`src/rtl/lcd_update_sequencer.sv`:
```
// HD44780 8-bit bus sequencer: power-up init, then redraws "ESTADO <v>" and a v-wide bar on each change edge.
// Optional LCD_CLEAR_ON_UPDATE_EN prefixes every frame with a clear-display command.
module lcd_update_sequencer #(
    parameter int MAX_VALUE         = 5,
    parameter int POWERUP_CYCLES    = 2000000,
    parameter int EN_HIGH_CYCLES    = 25,
    parameter int CMD_WAIT_CYCLES   = 2500,
    parameter int CLEAR_WAIT_CYCLES = 100000
) (
    input  logic                         clk,
    input  logic                         reset,
    input  logic                         change,
    input  logic [$clog2(MAX_VALUE)-1:0] value,
    output logic                         rs,
    output logic                         rw,
    output logic                         enable,
    output logic [7:0]                   data,
    output logic                         busy
);
    localparam int VW   = $clog2(MAX_VALUE);
    localparam int M1   = (POWERUP_CYCLES > EN_HIGH_CYCLES) ? POWERUP_CYCLES : EN_HIGH_CYCLES;
    localparam int M2   = (CMD_WAIT_CYCLES > CLEAR_WAIT_CYCLES) ? CMD_WAIT_CYCLES : CLEAR_WAIT_CYCLES;
    localparam int WMAX = (M1 > M2) ? M1 : M2;
    localparam int CW   = $clog2(WMAX + 1);
`ifdef LCD_CLEAR_ON_UPDATE_EN
    localparam logic [5:0] FRAME_LAST = 6'd34;
`else
    localparam logic [5:0] FRAME_LAST = 6'd33;
`endif

    typedef enum logic [2:0] {POWERUP, INIT, IDLE, LOAD, SETUP, PULSE, WAIT} state_t;

    state_t          state_q, state_d;
    logic [CW-1:0]   cnt_q, cnt_d;
    logic [5:0]      idx_q, idx_d;
    logic            init_q, init_d;
    logic [VW-1:0]   v_q, v_d;
    logic            pend_q, pend_d;
    logic            change_q, rise_q, rise_d;
    logic            rs_q, rs_d, en_q, en_d, busy_q, busy_d;
    logic [7:0]      data_q, data_d;
    logic [8:0]      cur;
    logic [5:0]      last_idx;
    logic [CW-1:0]   wait_last;

    // Returns {rs, data} for frame position k (0x80 .. line 2 end).
    function automatic logic [8:0] frame_byte(input logic [5:0] k, input logic [VW-1:0] v);
        logic [8:0] b;
        b = {1'b1, 8'h20};
        if (k == 6'd0) begin
            b = {1'b0, 8'h80};
        end else if (k == 6'd17) begin
            b = {1'b0, 8'hC0};
        end else if (k >= 6'd18) begin
            if ((k - 6'd18) < 6'(v)) b = {1'b1, 8'hFF};
        end else begin
            case (k)
                6'd1:    b = {1'b1, 8'h45};
                6'd2:    b = {1'b1, 8'h53};
                6'd3:    b = {1'b1, 8'h54};
                6'd4:    b = {1'b1, 8'h41};
                6'd5:    b = {1'b1, 8'h44};
                6'd6:    b = {1'b1, 8'h4F};
                6'd8:    b = {1'b1, 8'h30 + 8'(v)};
                default: b = {1'b1, 8'h20};
            endcase
        end
        return b;
    endfunction

    always_comb begin
        cur = 9'h000;
        if (init_q) begin
            case (idx_q[1:0])
                2'd0:    cur = 9'h038;
                2'd1:    cur = 9'h00C;
                2'd2:    cur = 9'h006;
                default: cur = 9'h001;
            endcase
        end else begin
`ifdef LCD_CLEAR_ON_UPDATE_EN
            if (idx_q == 6'd0) cur = 9'h001;
            else cur = frame_byte(idx_q - 6'd1, v_q);
`else
            cur = frame_byte(idx_q, v_q);
`endif
        end
        last_idx  = init_q ? 6'd3 : FRAME_LAST;
        wait_last = (!rs_q && data_q == 8'h01) ? CW'(CLEAR_WAIT_CYCLES - 1)
                                               : CW'(CMD_WAIT_CYCLES - 1);
    end

    always_comb begin
        state_d  = state_q;
        cnt_d    = cnt_q + 1'b1;
        idx_d    = idx_q;
        init_d   = init_q;
        v_d      = v_q;
        pend_d   = pend_q;
        rs_d     = rs_q;
        data_d   = data_q;
        en_d     = en_q;
        busy_d   = busy_q;
        rise_d   = change & ~change_q;
        // An edge seen while not idle is queued, at most once.
        if (rise_q && state_q != IDLE) pend_d = 1'b1;
        case (state_q)
            POWERUP: if (cnt_q == CW'(POWERUP_CYCLES - 1)) begin
                state_d = INIT;
                cnt_d   = '0;
            end
            INIT: begin
                init_d  = 1'b1;
                idx_d   = 6'd0;
                state_d = SETUP;
                cnt_d   = '0;
            end
            IDLE: if (rise_q) begin
                state_d = LOAD;
                busy_d  = 1'b1;
                cnt_d   = '0;
            end
            LOAD: begin
                v_d     = value;
                idx_d   = 6'd0;
                init_d  = 1'b0;
                busy_d  = 1'b1;
                state_d = SETUP;
                cnt_d   = '0;
            end
            SETUP: begin
                rs_d    = cur[8];
                data_d  = cur[7:0];
                en_d    = 1'b1;
                state_d = PULSE;
                cnt_d   = '0;
            end
            PULSE: if (cnt_q == CW'(EN_HIGH_CYCLES - 1)) begin
                en_d    = 1'b0;
                state_d = WAIT;
                cnt_d   = '0;
            end
            WAIT: if (cnt_q == wait_last) begin
                cnt_d = '0;
                if (idx_q != last_idx) begin
                    idx_d   = idx_q + 6'd1;
                    state_d = SETUP;
                end else if (pend_d) begin
                    pend_d  = 1'b0;
                    init_d  = 1'b0;
                    state_d = LOAD;
                end else begin
                    init_d  = 1'b0;
                    busy_d  = 1'b0;
                    state_d = IDLE;
                end
            end
            default: state_d = POWERUP;
        endcase
    end

    always_ff @(posedge clk or negedge reset) begin
        if (!reset) begin
            state_q  <= POWERUP;
            cnt_q    <= '0;
            idx_q    <= 6'd0;
            init_q   <= 1'b0;
            v_q      <= '0;
            pend_q   <= 1'b0;
            change_q <= 1'b0;
            rise_q   <= 1'b0;
            rs_q     <= 1'b0;
            data_q   <= 8'h00;
            en_q     <= 1'b0;
            busy_q   <= 1'b1;
        end else begin
            state_q  <= state_d;
            cnt_q    <= cnt_d;
            idx_q    <= idx_d;
            init_q   <= init_d;
            v_q      <= v_d;
            pend_q   <= pend_d;
            change_q <= change;
            rise_q   <= rise_d;
            rs_q     <= rs_d;
            data_q   <= data_d;
            en_q     <= en_d;
            busy_q   <= busy_d;
        end
    end

    assign rs     = rs_q;
    assign rw     = 1'b0;
    assign enable = en_q;
    assign data   = data_q;
    assign busy   = busy_q;
endmodule

```
`config.mk`:
```
export PLATFORM = sky130hd
export DESIGN_NAME = lcd_update_sequencer
export DESIGN_NICKNAME = d
export VERILOG_FILES = /design/src/rtl/lcd_update_sequencer.sv
export SDC_FILE = /design/constraint.sdc
export NUM_CORES = 1
export LEC_CHECK = 0
export ABC_CLOCK_PERIOD_IN_PS = 1900
export CAP_MARGIN = 10
export CORE_MARGIN = 2
export CORE_UTILIZATION = 34
export CTS_BUF_LIST = sky130_fd_sc_hd__clkbuf_8 sky130_fd_sc_hd__clkbuf_16
export CTS_CLUSTER_SIZE = 30
export DETAILED_ROUTE_END_ITERATION = 6
export PLACE_DENSITY = 0.61
export SYNTH_ARGS = -nofsm -noshare
export SYNTH_HDL_FRONTEND = slang
export SYNTH_SLANG_ARGS = --single-unit
```
`constraint.sdc`:
```
create_clock -name clk -period 1.9 [get_ports clk]
set_input_delay 0.19 -clock clk [delete_from_list [all_inputs] [get_ports clk]]
set_output_delay 0.19 -clock clk [all_outputs]
set_load 0.02 [all_outputs]
```
==> flow_summary_export.csv, run 1 <==
group,metric,value,unit
status,outcome,"complete, but fails checks",
status,violations,"setup timing",
timing,tns,-0.616,ns
clock_network,cts.sinks,48,
die,core_area,9150,µm²
global_routing,grt_max_degree,49,
yosys,ys.warnings.count,0,
timing,setup_viol,21,
min_path,hold_path.class,"in -> reg",
clock_network,cts-buffers-inserted,5,
detailed_routing,first_pass_iters,4,
die,fp.dieH,100,µm
yosys,syn_area,3160,µm²
yosys,synth_top_area_cell,"dfrtp_1",
yosys,ys_seq_area_frac,0.380,
clock_network,cts.path.max_buffers,2,
die,pin_count,18,
worst_setup_path,cp-startpoint,"cnt_q[17]$_DFF_PN0_",
timing,period_needed,1.94,ns
detailed_routing,routed_wl,7530,µm
yosys,synth_edf_count,0,
clock_network,insertion_delay,0.30,ns
worst_setup_path,reg2reg_slack,-0.04,ns
min_path,hp-start,"change",
global_routing,grt_pass1_wl,12800,µm
yosys,ys_seq_elements,48,
detailed_routing,drtIter0Drc,142,
global_routing,grt-ovfl-total,0,
min_path,hold_end,"change_q$_DFF_PN0_",
worst_setup_path,critPathMaxFanout,10,
yosys,synth_flop_cell,"dfrtp_1",
global_routing,antenna_found_initial,0,
clock_network,tritoncts,"done",
min_path,hold_path_depth,1,
yosys,syn_avg_cell_area,9.61,µm²
detailed_routing,viasPerCell,5.25,
yosys,synthArstFlopShare,1.00,
cells_and_area,utilization,0.452,
worst_setup_path,required,2.09,ns
detailed_routing,post_drt_wl_per_cell,14.7,µm
die,die_area,10100,µm²
cells_and_area,final_common_cell,"buf_4",
cells_and_area,area_delta_synth_final,30.7,%
place,dp_hpwl,5530,µm
timing,drv_slew,0,
worst_setup_path,cp-end-kind,"flip-flop",
worst_setup_path,cp-start-kind,"flip-flop",
timing,worst_slack,-0.0363,ns
yosys,synth_top_area_share,0.372,
power,p_leak,0.00182,µW
cells_and_area,drive_gt1_frac,0.354,
worst_setup_path,timing.rr.start,"cnt_q[17]$_DFF_PN0_",
yosys,syn_nets,348,
global_routing,grt_pass1_vias,2586,
clock_network,path_clk_slew,0.09,ns
cells_and_area,nFillCells,839,
die,dieWidth,100,µm
yosys,syn_inst,329,
detailed_routing,drc_errors,0,
power,p_per_area,415,nW/µm²
place,port_buffers,16,
timing,finalHoldViolCount,0,
clock_network,root_buffer,"clkbuf_8",
cells_and_area,antennaDiodeCount,0,
yosys,netlist-cell-type-count,68,
timing,max_freq,516,MHz
place,placed_cells_incl_taps,496,
die,row_count,35,
detailed_routing,vias,2689,
power,peakVddDrop,0.230,mV
die,initial_core_util,0.346,
yosys,synthTopCellsByArea,"dfrtp_1, a21oi_2, ha_1",
timing,finalCritPeriodShare,1.02,
cells_and_area,nNetsFinal,419,
detailed_routing,drtAntennaViolNets,0,
timing,whs,0.346,ns
cells_and_area,final_cell_mix,"buf_4, dfrtp_1, nand2_1, a21oi_2, nor2_1",
job,cap_violations,0,
worst_setup_path,reg2reg_to,"cnt_q[18]$_DFF_PN0_",
cells_and_area,fin_cells,512,
worst_setup_path,arrival,2.13,ns
timing,grt_setup_unrepaired,"yes",
worst_setup_path,path_class,"reg -> reg",
place,globalplace.congestion,0.816,
worst_setup_path,reg2regPathDepth,7,
global_routing,grtUsageTotal,0.157,
timing,skew,0.0103,ns
power,totalPowerFinal,1720,µW
clock_network,htreeDepth,2,
kinds of logic after synthesis:
kind of cell / count (synthesis) / share of synthesized area
other: 1 / 0.00119
AND/OR/NAND/NOR: 140 / 0.265
flip-flops: 48 / 0.380
XOR/XNOR: 19 / 0.0526
multiplexers: 9 / 0.0312
AO/OA/AOI/OAI: 68 / 0.168
buffers and inverters: 31 / 0.0502
adder cells (fa/ha/maj): 13 / 0.0514
metrics by stage:
stage / area, µm² / worst slack, ns
detailed placement: 3830 / -0.0437
finish: 4140 / -0.0363
global placement: 3830 / -0.00737
floorplan: 3160 / 0.0167
global route: 4140 / -0.107
CTS: 4000 / -0.0276
metal layers:
metal | up-vias | routed length (µm) | GRT usage
met1 | 1307 | 3780 | 0.219
li1 | 1327 | - | -
met5 | - | 0 | 0
met3 | 12 | 189 | 0.0264
met2 | 43 | 3440 | 0.252
met4 | 0 | 121 | 0.0464
sequential cells by signal, indices dropped and copies added (netlist names), 3 cells and up:
name	cells
cnt_q	21
state_q	3
idx_q	6
data	8
v_q	3
cells in the mapped netlist, types with 4 or more instances:
master,number
a21oi_1,10
a21oi_2,21
a221o_1,5
and3_1,7
buf_2,4
buf_6,4
clkbuf_1,8
dfrtp_1,47
ha_1,13
inv_1,11
mux2_2,4
mux2i_1,4
nand2_1,29
nand2b_1,11
nand3_1,17
nand4_1,6
nor2_1,18
nor2b_1,4
nor3_1,12
o211ai_1,5
o21ai_0,4
o21ai_1,4
xnor2_1,5
xor2_1,14
worst max path at each step:
stage / endpoint / slack (ns) / cells after the start
2_1_floorplan: cnt_q[10]$_DFF_PN0_ / 0.02 / 6
3_3_place_gp: cnt_q[7]$_DFF_PN0_ / -0.007 / 6
3_5_place_dp: cnt_q[7]$_DFF_PN0_ / -0.04 / 6
4_1_cts: cnt_q[7]$_DFF_PN0_ / -0.03 / 7
5_1_grt: cnt_q[2]$_DFF_PN0_ / -0.11 / 7
6_report: cnt_q[18]$_DFF_PN0_ / -0.04 / 7
power by group:
group | leakage [µW] | total (µW) | internal, µW | switching [µW]
Sequential | 0.000634 | 1030 | 1030 | 4.46
Clock | 0.0000486 | 637 | 291 | 346
Combinational | 0.00113 | 50.3 | 20.1 | 30.2
cell type report:
cell class,instances,area (µm²),share of cell area
multi-input combinational,250,1920,0.465
sequential,48,1200,0.291
timing repair buffer,83,729,0.176
tap,111,139,0.0336
clock buffer,6,82.6,0.0200
inverter,12,45.0,0.0109
clock inverter,2,11.3,0.00272
critical path, stage by stage, from the launching register on:
cell	delay (ns)
dfrtp_1	0.39
or4_4	0.56
nor2_4	0.12
nand4_2	0.14
a211oi_4	0.25
buf_6	0.16
buf_12	0.15
a21oi_2	0.06
repair_timing:
action                                 CTS  global route
gates cloned                             1             0
resized for setup                        6            23
pin swaps                                6            10
endpoints found under the hold margin   47             0
setup endpoints to repair               26            40
setup buffers                            3             3
hold buffers                             1             0
(Power assumes the default switching activity.)
==> run 2: changes to the inputs <==
Settings changed: TNS_END_PERCENT set to 30.
==> flow_summary_export.csv, run 2 (synthesized netlist as in run 1, its figures left out) <==
group,metric,value,unit
status,outcome,"complete, but fails checks",
status,violations,"setup timing",
die,initial_core_util,0.346,
place,port_buffers,16,
power,p_leak,0.00179,µW
timing,drv_slew,0,
clock_network,cts-buffers-inserted,5,
cells_and_area,drive_gt1_frac,0.338,
worst_setup_path,arrival,2.13,ns
place,postPlaceCellArea,3830,µm²
place,pre_cts_ws,-0.0437,ns
cells_and_area,utilization,0.447,
place,globalplace.congestion,0.816,
power,p_per_area,419,nW/µm²
global_routing,grt_max_degree,49,
timing,period_needed,1.93,ns
cells_and_area,area_delta_synth_final,29.4,%
cells_and_area,antennaDiodeCount,0,
timing,worst_slack,-0.0339,ns
global_routing,grtUsageTotal,0.157,
power,peakVddDrop,0.226,mV
cells_and_area,nNetsFinal,417,
worst_setup_path,cp-end-kind,"flip-flop",
timing,max_freq,517,MHz
die,fp.dieH,100,µm
global_routing,grt_pass1_vias,2587,
detailed_routing,drc_errors,0,
die,row_count,35,
min_path,hold_path.class,"in -> reg",
detailed_routing,first_pass_iters,4,
detailed_routing,drtAntennaViolNets,0,
worst_setup_path,slowest_stage,"or4_4",
detailed_routing,viasPerCell,5.21,
cells_and_area,largest_register_ffs,21,
timing,grt_setup_unrepaired,"yes",
worst_setup_path,cp_top_family,"simple AND/OR/NAND/NOR gates",
detailed_routing,vias,2657,
power,totalPowerFinal,1720,µW
clock_network,path_clk_slew,0.09,ns
place,dp_hpwl,5530,µm
clock_network,insertion_delay,0.30,ns
cells_and_area,final_cell_mix,"buf_4, dfrtp_1, nand2_1, a21oi_2, nor2_1",
timing,finalHoldViolCount,0,
cells_and_area,finalInstanceArea,4090,µm²
job,cap_violations,0,
worst_setup_path,crit_buf_inv,2,
detailed_routing,post_drt_wl_per_cell,14.7,µm
worst_setup_path,path_class,"reg -> reg",
detailed_routing,drtIter0Drc,160,
worst_setup_path,cp-start-kind,"flip-flop",
die,pin_count,18,
clock_network,cts.sinks,48,
clock_network,tritoncts,"done",
worst_setup_path,path_cells,"or4_4 > nor2_4 > nand4_2 > a211oi_4 > buf_6 > buf_12 > a21oi_2",
die,core_area,9150,µm²
die,dieWidth,100,µm
worst_setup_path,required,2.09,ns
timing,setup_viol,21,
cells_and_area,largest-register,"cnt_q",
worst_setup_path,critPathMaxFanout,10,
detailed_routing,routed_wl,7490,µm
cells_and_area,final_common_cell,"buf_4",
clock_network,htreeDepth,2,
clock_network,root_buffer,"clkbuf_8",
die,die_area,10100,µm²
global_routing,grt-ovfl-total,0,
global_routing,grt_pass1_wl,12800,µm
worst_setup_path,slowest_delay,0.56,ns
timing,finalCritPeriodShare,1.02,
timing,skew,0.00921,ns
global_routing,antenna_found_initial,0,
clock_network,cts.path.max_buffers,2,
run 2: cell types whose count changed in the layout (fill, tap and decap cells not counted), sizes merged:
| cell | change |
|---|---|
| buf | -2 |
run 2: path summary, 6_finish.rpt:
kind,start,end,cells after the start,slack (ns)
max in group asynchronous,reset,busy$_DFFE_PN1P_,3,1.23
max reg2reg,cnt_q[17]$_DFF_PN0_,cnt_q[18]$_DFF_PN0_,7,-0.03
min reg2reg,change_q$_DFF_PN0_,rise_q$_DFF_PN0_,1,0.40
max,cnt_q[17]$_DFF_PN0_,cnt_q[18]$_DFF_PN0_,7,-0.03
min in group asynchronous,reset,idx_q[5]$_DFFE_PN0P_,3,0.39
min,change,change_q$_DFF_PN0_,1,0.35
run 2: cell type report:
cell class / count / area [µm²]
fillers: 842 / 5060
well taps: 111 / 139
clock buffers: 6 / 82.6
repair buffers: 81 / 711
flip-flops and latches: 48 / 1200
clock inverters: 2 / 11.3
inverters: 12 / 45.0
multi-input cells: 250 / 1900
run 2: timing repair:
action | 4_1_cts | 5_1_grt
setup endpoints to repair | 26 | 39
gates resized for setup | 6 | 16
buffers inserted | 2 | 2
hold buffers | 1 | 0
cloned | 1 | 0
hold endpoints to repair | 47 | 0
pin swaps | 4 | 6
run 2: power breakdown:
part	internal, µW	switching (µW)
registers	1030	4.53
logic	20.2	30.3
clock network	291	344
run 2: metrics by stage:
stage,hold WS [ns],instances,TNS [ns]
floorplan,-0.106,329,0
global placement,0.199,496,-0.0841
detailed placement,0.208,496,-0.804
CTS,0.350,508,-0.464
global route,0.368,510,-2.81
finish,0.348,510,-0.574
run 2: per-layer routing:
metal | global-route usage | wire, µm | share of wire | vias to the layer above
li1 | - | - | - | 1325
met1 | 0.220 | 3790 | 0.51 | 1284
met2 | 0.251 | 3420 | 0.46 | 36
met3 | 0.0264 | 164 | 0.022 | 12
met4 | 0.0464 | 121 | 0.016 | 0
met5 | 0 | 0 | 0 | -
==> edit: new RTL, settings of run 1 <==
The 7 states of `state_t` get a one-hot encoding in 7 bits.
--- a/src/rtl/lcd_update_sequencer.sv
+++ b/src/rtl/lcd_update_sequencer.sv
@@ -30,3 +30,3 @@
 
-    typedef enum logic [2:0] {POWERUP, INIT, IDLE, LOAD, SETUP, PULSE, WAIT} state_t;
+    typedef enum logic [6:0] {POWERUP = 7'b0000001, INIT = 7'b0000010, IDLE = 7'b0000100, LOAD = 7'b0001000, SETUP = 7'b0010000, PULSE = 7'b0100000, WAIT = 7'b1000000} state_t;
 
Formal check against the unedited RTL: same outputs for any inputs over 10 cycles, from zero or initial values and one cycle with reset low; not proved beyond that.
==> edit against run 1 <==
Worst setup slack worse by 0.29 ns. Sequential cell count is 4 higher. Core utilization is 1.9 points higher. The run still ends with setup timing left. Highest routed layer unchanged. Worst hold slack worse by 0.022 ns. Wire length is 16% higher. Total power is 17% higher. Synthesized cell count is 7.9% higher. Sequential share of layout area is 0.65 points lower. Synthesized area is 7.4% higher. Design area is 11% higher.
==> edit: results (changes against run 1) <==
{| class="wikitable"
! Metric !! Value
|-
| Run status || finished, violations left
|-
| Failing checks || setup timing
|-
| Seq/Total Area, Yosys || 38.37% (+0.35 points)
|-
| Max FFs per register || 21 (unchanged)
|-
| Number of cells on the worst reg-to-reg path || 6 (-1)
|-
| Placed inst area || 0.004208 mm² (+9.8%)
|-
| Arrival @ worst endpoint || 2.41 ns (+0.28 ns)
|-
| Fill cell count || 937 (+12%)
|-
| Max incr delay on CP || 0.54 ns (-0.02 ns)
|-
| Number of distinct standard cells referenced by the synthesized netlist || 67 (-1.5%)
|-
| Leak pwr || 1.972 nW (+8.7%)
|-
| Fraction of met1 tracks used by global routing || 23.36% (+1.4 points)
|-
| Worst Path Max Fanout || 11 (+1)
|-
| Met2 Usage GRT || 26.32% (+1.1 points)
|-
| Number of global-route vias before repair || 2,877 (+11%)
|-
| Amount of wire on met2 after detailed routing || 4066 µm (+18%)
|-
| Worst Slack Setup Final || -0.3218 ns (-0.2855 ns)
|-
| Reg-to-Reg Start || state_q[1]
|-
| Half-perimeter wire length after placement || 6541 µm (+18%)
|-
| Post-Syn Area per Cell || 9.573 µm² (-0.43%)
|-
| Worst supply voltage drop on vdd || 0.4205 mV (+83%)
|-
| Worst slack after detailed placement || -0.3375 ns (-0.2938 ns)
|-
| Total negative setup slack || -9.330 ns (-8.714 ns)
|-
| Number of nets in the finished design || 463 (+11%)
|-
| Clock Path Buffers || 2 (unchanged)
|-
| Endpoints failing setup || 34 (+62%)
|-
| Area of the multi-input gates || 0.002066 mm² (+7.4%)
|-
| Routed met1 length || 4279 µm (+13%)
|-
| Via-to-Cell Ratio || 5.157 (-1.8%)
|-
| Pin count of the biggest net entering global routing || 28 (-43%)
|-
| Synthesized net count || 374 (+7.5%)
|-
| Leading cell types by total area after synthesis || dfrtp_1 37%, a21oi_2 4.9%, ha_1 4.8%
|-
| Worst hold-check path type || input pin to asynchronous set/reset pin
|-
| Final Routed Wirelength || 8724 µm (+16%)
|-
| Part of the power in the clock network || 41.7% (+4.6 points)
|-
| Total placed cells including tap cells || 560 (+13%)
|-
| Routed length on met3 || 290 µm (+53%)
|-
| Fraction of final layout cells sized beyond drive strength 1 || 36.63% (+1.2 points)
|-
| Number of violations reported at the end of detailed-routing iteration 0 || 153 (+7.7%)
|-
| Gpl congestion || 0.8431 (+3.3%)
|-
| Non-filler instance count after layout || 578 (+13%)
|-
| Postcts setup bufs || 5 (+2)
|-
| Grt met3 use || 2.193% (-0.44 points)
|-
| Global-route wire length before repair || 14,390 µm (+12%)
|-
| Switching power || 0.4078 mW (+7.2%)
|-
| Gates resized, CTS repair || 19 (+13)
|-
| All-Layer GR Usage || 16.22% (+0.48 points)
|-
| Areal power density over the cells || 437.7 mW/mm² (+5.4%)
|-
| Power dissipated in combinational cells || 0.0523 mW (+4%)
|-
| Synth top cells by count || 50 x dfrtp_1, 35 x nand2_1, 19 x a21oi_2, 19 x nand3_1, 17 x nor2_1
|}
edit: final timing paths:
check,to,slack [ns]
worst max-delay path,cnt_q[3],-0.32
worst min-delay path,idx_q[1],0.32
worst max register to register,cnt_q[3],-0.32
worst min register to register,rise_q,0.40
max in group asynchronous,state_q[4],1.03
min in group clk,change_q,0.34
edit: cells by family after synthesis:
group / synth area share (%)
AND/OR/NAND/NOR: 25.59
AO/OA/AOI/OAI: 16.79
flip-flops: 38.37
buffers and inverters: 5.560
XOR/XNOR: 5.670
adder cells (fa/ha/maj): 4.787
multiplexers: 3.130
other: 0.1104
edit: cell type report:
class / count / share of cell area (%)
Multi-Input combinational cell: 268 / 45.10
Sequential cell: 52 / 28.49
Timing Repair Buffer: 104 / 18.96
Tap cell: 133 / 3.633
Clock buffer: 7 / 2.103
Inverter: 13 / 1.065
Clock inverter: 1 / 0.6556
